**config.mk**
```make
export PLATFORM = sky130hd
export DESIGN_NAME = t07_pixel_scanner_flat
export DESIGN_NICKNAME = d
export VERILOG_FILES = /design/src/rtl/t07_pixel_pkg.sv /design/src/rtl/t07_pixel_scanner_if.sv /design/src/rtl/t07_raster_counter.sv /design/src/rtl/t07_pixel_scanner.sv /design/src/flat_wrapper.sv
export SDC_FILE = /design/constraint.sdc
export NUM_CORES = 1
export LEC_CHECK = 0
export ABC_AREA = 1
export CAP_MARGIN = 20
export CORE_MARGIN = 5
export CORE_UTILIZATION = 40
export DETAILED_ROUTE_END_ITERATION = 8
export PLACE_DENSITY = 0.84
export SLEW_MARGIN = 20
export SYNTH_ARGS = -nofsm -noshare
export SYNTH_HDL_FRONTEND = slang
export SYNTH_HIERARCHICAL = 1
export SYNTH_SLANG_ARGS = --single-unit
```
**constraint.sdc**
```tcl
create_clock -name clk -period 1.46 [get_ports clk]
set_input_delay 0.219 -clock clk [delete_from_list [all_inputs] [get_ports clk]]
set_output_delay 0.219 -clock clk [all_outputs]
set_load 0.02 [all_outputs]
```
**src/rtl/t07_pixel_pkg.sv**
```systemverilog
// t07_pixel_pkg: scanner states, grid geometry constants and border colour.
package t07_pixel_pkg;
    typedef enum logic [1:0] {IDLE, SCAN, DRAIN} state_t;
    typedef enum logic {ISSUE, CAPTURE} phase_t;
    localparam int          GRID_ORIGIN  = 12;
    localparam int          CELL_PITCH   = 36;
    localparam int          GRID_END     = 228;
    localparam logic [15:0] BORDER_COLOR = 16'hFFFF;
endpackage

```
**src/rtl/t07_pixel_scanner_if.sv**
```systemverilog
// t07_pixel_scanner_if: valid/ready RGB565 pixel stream from scanner to display driver.
interface t07_pixel_scanner_if;
    logic [15:0] pix_data;
    logic        pix_valid;
    logic        pix_ready;
    modport master (output pix_data, pix_valid, input pix_ready);
    modport slave  (input pix_data, pix_valid, output pix_ready);
endinterface

```
**src/rtl/t07_raster_counter.sv**
```systemverilog
// t07_raster_counter: raster-order x/y counters with clear, enable and last-pixel flag.
module t07_raster_counter #(
    parameter int H_RES = 320,
    parameter int V_RES = 240
) (
    input  logic       clk,
    input  logic       nrst,
    input  logic       clr_i,
    input  logic       en_i,
    output logic [8:0] x_o,
    output logic [7:0] y_o,
    output logic       last_o
);
    localparam logic [8:0] X_LAST = 9'(H_RES - 1);
    localparam logic [7:0] Y_LAST = 8'(V_RES - 1);
    logic [8:0] x_q, x_d;
    logic [7:0] y_q, y_d;
    logic       eol, adv;
    // next coordinate: clear restarts at origin, advance never moves past the final pixel
    always_comb begin
        eol = x_q == X_LAST;
        adv = en_i && !(eol && y_q == Y_LAST);
        x_d = clr_i ? '0 : adv ? (eol ? '0 : x_q + 9'd1) : x_q;
        y_d = clr_i ? '0 : (adv && eol) ? y_q + 8'd1 : y_q;
    end
    // coordinate registers, cleared to origin on reset
    always_ff @(posedge clk) begin
        if (!nrst) begin
            x_q <= '0;
            y_q <= '0;
        end else begin
            x_q <= x_d;
            y_q <= y_d;
        end
    end
    assign x_o    = x_q;
    assign y_o    = y_q;
    assign last_o = x_q == X_LAST && y_q == Y_LAST;
endmodule

```
**src/rtl/t07_pixel_scanner.sv**
```systemverilog
// t07_pixel_scanner: frame raster sequencer resolving generator hits to RGB565 (border option: T07_BORDER_EN).
module t07_pixel_scanner
    import t07_pixel_pkg::*;
#(
    parameter int H_RES   = 320,
    parameter int V_RES   = 240,
    parameter int GEN_LAT = 1
) (
    input  logic                       clk,
    input  logic                       nrst,
    input  logic                       start,
    output logic [8:0]                 x,
    output logic [7:0]                 y,
    input  logic                       circlePixel,
    input  logic                       crossPixel,
    input  logic [15:0]                bg_color,
    input  logic [15:0]                circle_color,
    input  logic [15:0]                cross_color,
    t07_pixel_scanner_if.master        pix,
    output logic                       busy,
    output logic                       frame_done
);
    if (GEN_LAT != 1) begin : g_lat_chk
        $error("t07_pixel_scanner supports only GEN_LAT == 1");
    end
    state_t      state_q, state_d;
    phase_t      phase_q, phase_d;
    logic [15:0] data_q, data_d, color;
    logic        valid_q, valid_d, done_q, done_d;
    logic        clr, load, xfer, last;
    t07_raster_counter #(.H_RES(H_RES), .V_RES(V_RES)) u_cnt (
        .clk    (clk),
        .nrst   (nrst),
        .clr_i  (clr),
        .en_i   (load),
        .x_o    (x),
        .y_o    (y),
        .last_o (last)
    );
    // scan sequencing, capture/handshake and colour priority
    always_comb begin
        xfer  = valid_q && pix.pix_ready;
        load  = state_q == SCAN && phase_q == CAPTURE && (!valid_q || pix.pix_ready);
        clr   = state_q == IDLE && start;
`ifdef T07_BORDER_EN
        color = (int'(x) < GRID_ORIGIN || int'(x) >= GRID_END || int'(y) < GRID_ORIGIN || int'(y) >= GRID_END) ? BORDER_COLOR :
                circlePixel ? circle_color : crossPixel ? cross_color : bg_color;
`else
        color = circlePixel ? circle_color : crossPixel ? cross_color : bg_color;
`endif
        state_d = clr ? SCAN : (load && last) ? DRAIN : (state_q == DRAIN && xfer) ? IDLE : state_q;
        phase_d = state_q != SCAN ? ISSUE : phase_q == ISSUE ? CAPTURE : load ? ISSUE : CAPTURE;
        data_d  = load ? color : data_q;
        valid_d = load || (valid_q && !xfer);
        done_d  = state_q == DRAIN && xfer;
    end
    // state, phase and output registers; reset abandons any partial frame
    always_ff @(posedge clk) begin
        if (!nrst) begin
            state_q <= IDLE;
            phase_q <= ISSUE;
            data_q  <= '0;
            valid_q <= 1'b0;
            done_q  <= 1'b0;
        end else begin
            state_q <= state_d;
            phase_q <= phase_d;
            data_q  <= data_d;
            valid_q <= valid_d;
            done_q  <= done_d;
        end
    end
    assign pix.pix_data  = data_q;
    assign pix.pix_valid = valid_q;
    assign busy          = state_q != IDLE;
    assign frame_done    = done_q;
endmodule

```
**src/flat_wrapper.sv**
```systemverilog
// flat-port wrapper written by rule: the top's interface ports become plain ports
module t07_pixel_scanner_flat import t07_pixel_pkg::*;
#(
    parameter int H_RES   = 320,
    parameter int V_RES   = 240,
    parameter int GEN_LAT = 1
)
  (clk, nrst, start, x, y, circlePixel, crossPixel, bg_color, circle_color, cross_color, busy, frame_done, pix_pix_data, pix_pix_valid, pix_pix_ready);
  t07_pixel_scanner_if pix_i ();
  input  logic clk;
  input  logic nrst;
  input  logic start;
  output logic [8:0] x;
  output logic [7:0] y;
  input  logic circlePixel;
  input  logic crossPixel;
  input  logic [15:0] bg_color;
  input  logic [15:0] circle_color;
  input  logic [15:0] cross_color;
  output logic busy;
  output logic frame_done;
  output wire logic [$bits(pix_i.pix_data)-1:0] pix_pix_data;
  output wire logic [$bits(pix_i.pix_valid)-1:0] pix_pix_valid;
  input wire logic [$bits(pix_i.pix_ready)-1:0] pix_pix_ready;
  assign pix_pix_data = pix_i.pix_data;
  assign pix_pix_valid = pix_i.pix_valid;
  assign pix_i.pix_ready = pix_pix_ready;
  t07_pixel_scanner #(.H_RES(H_RES), .V_RES(V_RES), .GEN_LAT(GEN_LAT)) u_core (.clk(clk), .nrst(nrst), .start(start), .x(x), .y(y), .circlePixel(circlePixel), .crossPixel(crossPixel), .bg_color(bg_color), .circle_color(circle_color), .cross_color(cross_color), .pix(pix_i), .busy(busy), .frame_done(frame_done));
endmodule
```
# == Word level (Yosys, flattened, before mapping) ==
# Cells that the tools add are included.
# word_totals
word_cells,45
register_bits,38
out_inout_bits,36
# op_classes
eq_ne,5
bitwise_logic,1
mux,8
reduce_logical,21
add_sub_neg,2
# ops
cell,count
$mux 16,2
$logic_and 1x1->1,10
$add 9x1->9 const B,1
$eq 9x9->1 const B,1
$mux 9,1
$add 8x1->8 const B,1
$eq 8x8->1 const B,1
$mux 2,2
$reduce_bool 2->1,2
$reduce_or 2->1,2
$logic_not 1->1,3
$mux 1,3
$reduce_bool 3->1,1
$eq 2x1->1 const B,1
$eq 2x2->1 const B,1
$logic_not 2->1,1
$logic_or 1x1->1,2
$ne 2x1->1 const B,1
$not 1->1,1

# == Logic depth before layout (Yosys ltp) ==
# depth
depth_word,6
depth_mapped,10
ltp_nobuf,9

# == By module ==
# The synthesis kept the hierarchy.
# by_module_without_submodules
module,n_inst,seq_area_each_um2,area_per_inst_um2,cells_per_inst
t07_pixel_scanner,1,420.4,1241.2,213
t07_raster_counter,1,340.3,1087.3,160

# == Worst setup path after synthesis ==
# OpenSTA, ideal clock, no wires.
# synth_path
path_kind,flip-flop to flip-flop
startpoint,"register u_core.u_cnt.x_q[0], in the netlist u_core/u_cnt/x_o[0]"
endpoint,"register u_core.u_cnt.y_q[2], in the netlist u_core/u_cnt/y_o[2]"
n_path_buf,0
arrival_time_ps,1513
setup_ps,69
slack_ps,-123
required_ps,1391
stages_incl_launch_ff,10
path_cell_list,dfxtp_1 ha_1 nand2_1 inv_1 nand2_4 nor2_8 nand3_4 clkinv_4 nand2_2 a21oi_2
# synth_via
elab_chain_len,5
# synth_lines
element,line_no,text
from (decl),t07_raster_counter.sv:16,"logic [8:0] x_q, x_d;"
from (signal assigned),t07_raster_counter.sv:29,x_q <= '0;
from (signal assigned),t07_raster_counter.sv:32,x_q <= x_d;
$eq 9x9->1 *,t07_raster_counter.sv:21,eol = x_q == X_LAST;
$logic_and 1x1->1,t07_raster_counter.sv:22,adv = en_i && !(eol && y_q == Y_LAST);
$logic_not 1->1,t07_raster_counter.sv:22,
$logic_and 1x1->1,t07_raster_counter.sv:22,
$logic_and 1x1->1 *,t07_raster_counter.sv:24,y_d = clr_i ? '0 : (adv && eol) ? y_q + 8'd1 : y_q;
to (signal assigned),t07_raster_counter.sv:33,y_q <= y_d;
to (decl),t07_raster_counter.sv:17,"logic [7:0] y_q, y_d;"
# Every way passes the cells marked *; elsewhere a longest branch is shown, timed or not.
# A chain may end at the register's enable or synchronous reset.

# == Worst setup path in the final report ==
# layout_path
startpoint,"register u_core.u_cnt.x_q[1], in the netlist u_core/u_cnt/x_o[1]"
endpoint,"register u_core.u_cnt.y_q[4], in the netlist u_core/u_cnt/y_o[4]"
# The elaborated chain is that of the path after synthesis.

==> flow_summary.json <==
{
  "outcome": "complete, no violations",
  "antenna_found_initial": 0,
  "worstMarginPinSlew_ns": 0.5954,
  "critPathBufInv": 2,
  "clock-sinks": 38,
  "synthCells": 373,
  "arrival_ns": 1.63,
  "syn_avg_cell_area_um2": 6.243,
  "path_cells": "ha_4, nand2_4, inv_4, nand2_4, nor2_8, nand3_4, inv_8, nand2_2, a21oi_2",
  "synth_nets": 429,
  "ant_nets": 0,
  "required_ns": 1.67,
  "std_cell_rows": 27,
  "maxCapViolCount": 0,
  "clk_transition_reported_paths_ns": 0.08,
  "fmax_ghz": 0.7032,
  "ys_seq_elements": 38,
  "ys_seq_area_frac": 0.3267,
  "synth_top_area_frac": 0.3267,
  "postPlaceCellArea_um2": 3426,
  "p_leak_nw": 1.751,
  "vias": 2569,
  "synth_cell_types": 29,
  "core-area_um2": 5574,
  "die-area_um2": 7447,
  "synth_top_cell_by_area": "dfxtp_1",
  "min_path_type": "register to register",
  "drt_iter0_markers": 92,
  "ir_drop_mv": 0.3157,
  "synthTopCellsByArea": "dfxtp_1 33%, nand2_1 24%, nor2_1 8.7%",
  "die_height_um": 86.30,
  "post_drt_via_cell_ratio": 4.629,
  "die_w_um": 86.30,
  "tritoncts": "built",
  "fin_crit_sh": 0.9740,
  "start_util": 0.4177,
  "fin_skew_ns": 0.008630,
  "place_inst": 544,
  "critPathTopFamily": "simple AND/OR/NAND/NOR gates",
  "grt_usage": 0.1783,
  "worst_setup_path_start_kind": "register",
  "finalSetupTns_ns": 0,
  "synthToLayoutAreaGrowth_pct": 54.22,
  "drtPass1Iterations": 4,
  "grt_overflow": 0,
  "syn_area_um2": 2328,
  "timing.hold.ws_ns": 0.4781,
  "drive_gt1_frac": 0.1656,
  "slew_viol_final": 0,
  "cts_made_buffers": 5,
  "postLayoutCellArea_um2": 3591,
  "cts-root-buf": "clkbuf_8",
  "setup_violations": 0,
  "post-place-ws_ns": -0.08295,
  "p_per_area_nw_per_um2": 607.9,
  "drc": 0,
  "clock_latency_ns": 0.29,
  "max_stage_delay_ns": 0.36,
  "rsz0062_at_grt": "yes",
  "seq_area_um2": 775.7,
  "first_global_vias": 2491,
  "clock_path_buffers": 2,
  "multi_input_area_um2": 1409,
  "hold_violations": 0,
  "criticalPathCategory": "register to register",
  "grt_pass1_wl_um": 10860,
  "place.gp.congestion": 0.8685,
  "n_antenna_cell": 0,
  "cp_slowest_cell": "dfxtp_2",
  "cpMostUsedCell": "nand2_4",
  "wl_per_cell_um": 11.58,
  "fin_ws_ns": 0.03791,
  "nets": 538,
  "n_fill_cell": 508,
  "drt_wl_total_um": 6425,
  "numPortBuffers": 89,
  "min_period_ns": 1.422,
  "hold_buffers": 0,
  "hpwl_um": 4957,
  "cp_max_fo": 8,
  "num_io_pins": 90,
  "finalNonFillerCells": 555,
  "htreeDepth": 2,
  "worstSetupEndpointType": "register",
  "power.total_mw": 2.183,
  "relSlewSlack": 0.6026,
  "utilization": 0.6442,
  "yosysWarningCount": 6,
  "grt_max_degree": 33
}
[layer usage]
metal	share of wire	global-route usage
met4	0.016	0.05949
met1	0.41	0.2029
met3	0.070	0.05038
met2	0.51	0.3196
met5	0	0
[final cells by class]
| class | instances | share of cell area |
|---|---|---|
| multi-input cells | 283 | 0.3923 |
| clock inverters | 1 | 0.001394 |
| inverters | 41 | 0.04704 |
| clock buffers | 7 | 0.02404 |
| flip-flops and latches | 38 | 0.2160 |
| repair buffers | 113 | 0.2941 |
| well taps | 72 | 0.02509 |
[registers in the layout (all words and copies together), names as in the netlist]
signal	cells
u_core/frame_done	1
u_core/phase_q	1
u_core/pix.pix_data	16
u_core/pix.pix_valid	1
u_core/state_q	2
u_core/u_cnt/x_o	9
u_core/u_cnt/y_o	8
[worst register-to-register path: cells and delay by family, from the launching register on]
| kind | cells | cell delay [ns] |
|---|---|---|
| simple gates | 5 | 0.53 |
| flops | 1 | 0.36 |
| buf+inv | 2 | 0.20 |
| compound gates | 1 | 0.12 |
| fa+ha+maj | 1 | 0.15 |
[layout by cell type (no fill, tap or decap), drive strengths merged]
cell             n
nand2          159
nor2            58
clkdlybuf4s50   54
inv             41
dfxtp           38
a21oi           35
dlygate4sd2     34
buf             24
nand3           13
clkbuf           7
nand4            6
o21ai            5
xor2             3
ha               2
clkinv           1
dlymetal6s2s     1
o21bai           1
nand3b           1
[where the power goes]
part           switching (mW)  internal [mW]  leakage [nW]
logic                   0.175          0.209          1.39
registers              0.0116           1.05         0.312
clock network           0.354          0.381        0.0482
total                   0.541           1.64          1.75
[final timing paths]
kind	start	endpoint	slack [ns]	cells past startpoint
worst max-delay path	u_core/u_cnt/x_o[1]$_SDFFE_PP0P_	u_core/u_cnt/y_o[4]$_SDFFE_PP0P_	0.04	9
worst min-delay path	u_core/state_q[0]$_SDFFE_PN0P_	u_core/state_q[0]$_SDFFE_PN0P_	0.48	2
worst max register to register	u_core/u_cnt/x_o[1]$_SDFFE_PP0P_	u_core/u_cnt/y_o[4]$_SDFFE_PP0P_	0.04	9
worst min register to register	u_core/state_q[0]$_SDFFE_PN0P_	u_core/state_q[0]$_SDFFE_PN0P_	0.48	2
[synthesized netlist by cell type, drive strengths merged]
| cell type | instances |
|---|---|
| o21ai | 5 |
| dfxtp | 38 |
| nand3 | 12 |
| nand4 | 6 |
| clkbuf | 3 |
| o21bai | 1 |
| buf | 9 |
| xor2 | 3 |
| nand2 | 159 |
| ha | 2 |
| nor2 | 58 |
| inv | 40 |
| clkinv | 1 |
| a21oi | 35 |
| nand3b | 1 |
[kinds of logic after synthesis]
group / synth area share
AND/OR/NAND/NOR: 0.4428
buffers and inverters: 0.1080
AO/OA/AOI/OAI: 0.1005
flip-flops: 0.3267
XOR/XNOR: 0.01129
adder cells (fa/ha/maj): 0.01075
[repair_timing]
action	in CTS	in global routing
gates cloned	1	0
resized for setup	39	19
pin swaps	2	10
endpoints found under the setup margin	41	20
endpoints found under the hold margin	0	0
setup buffers	2	0
(Power assumes the default switching activity.)
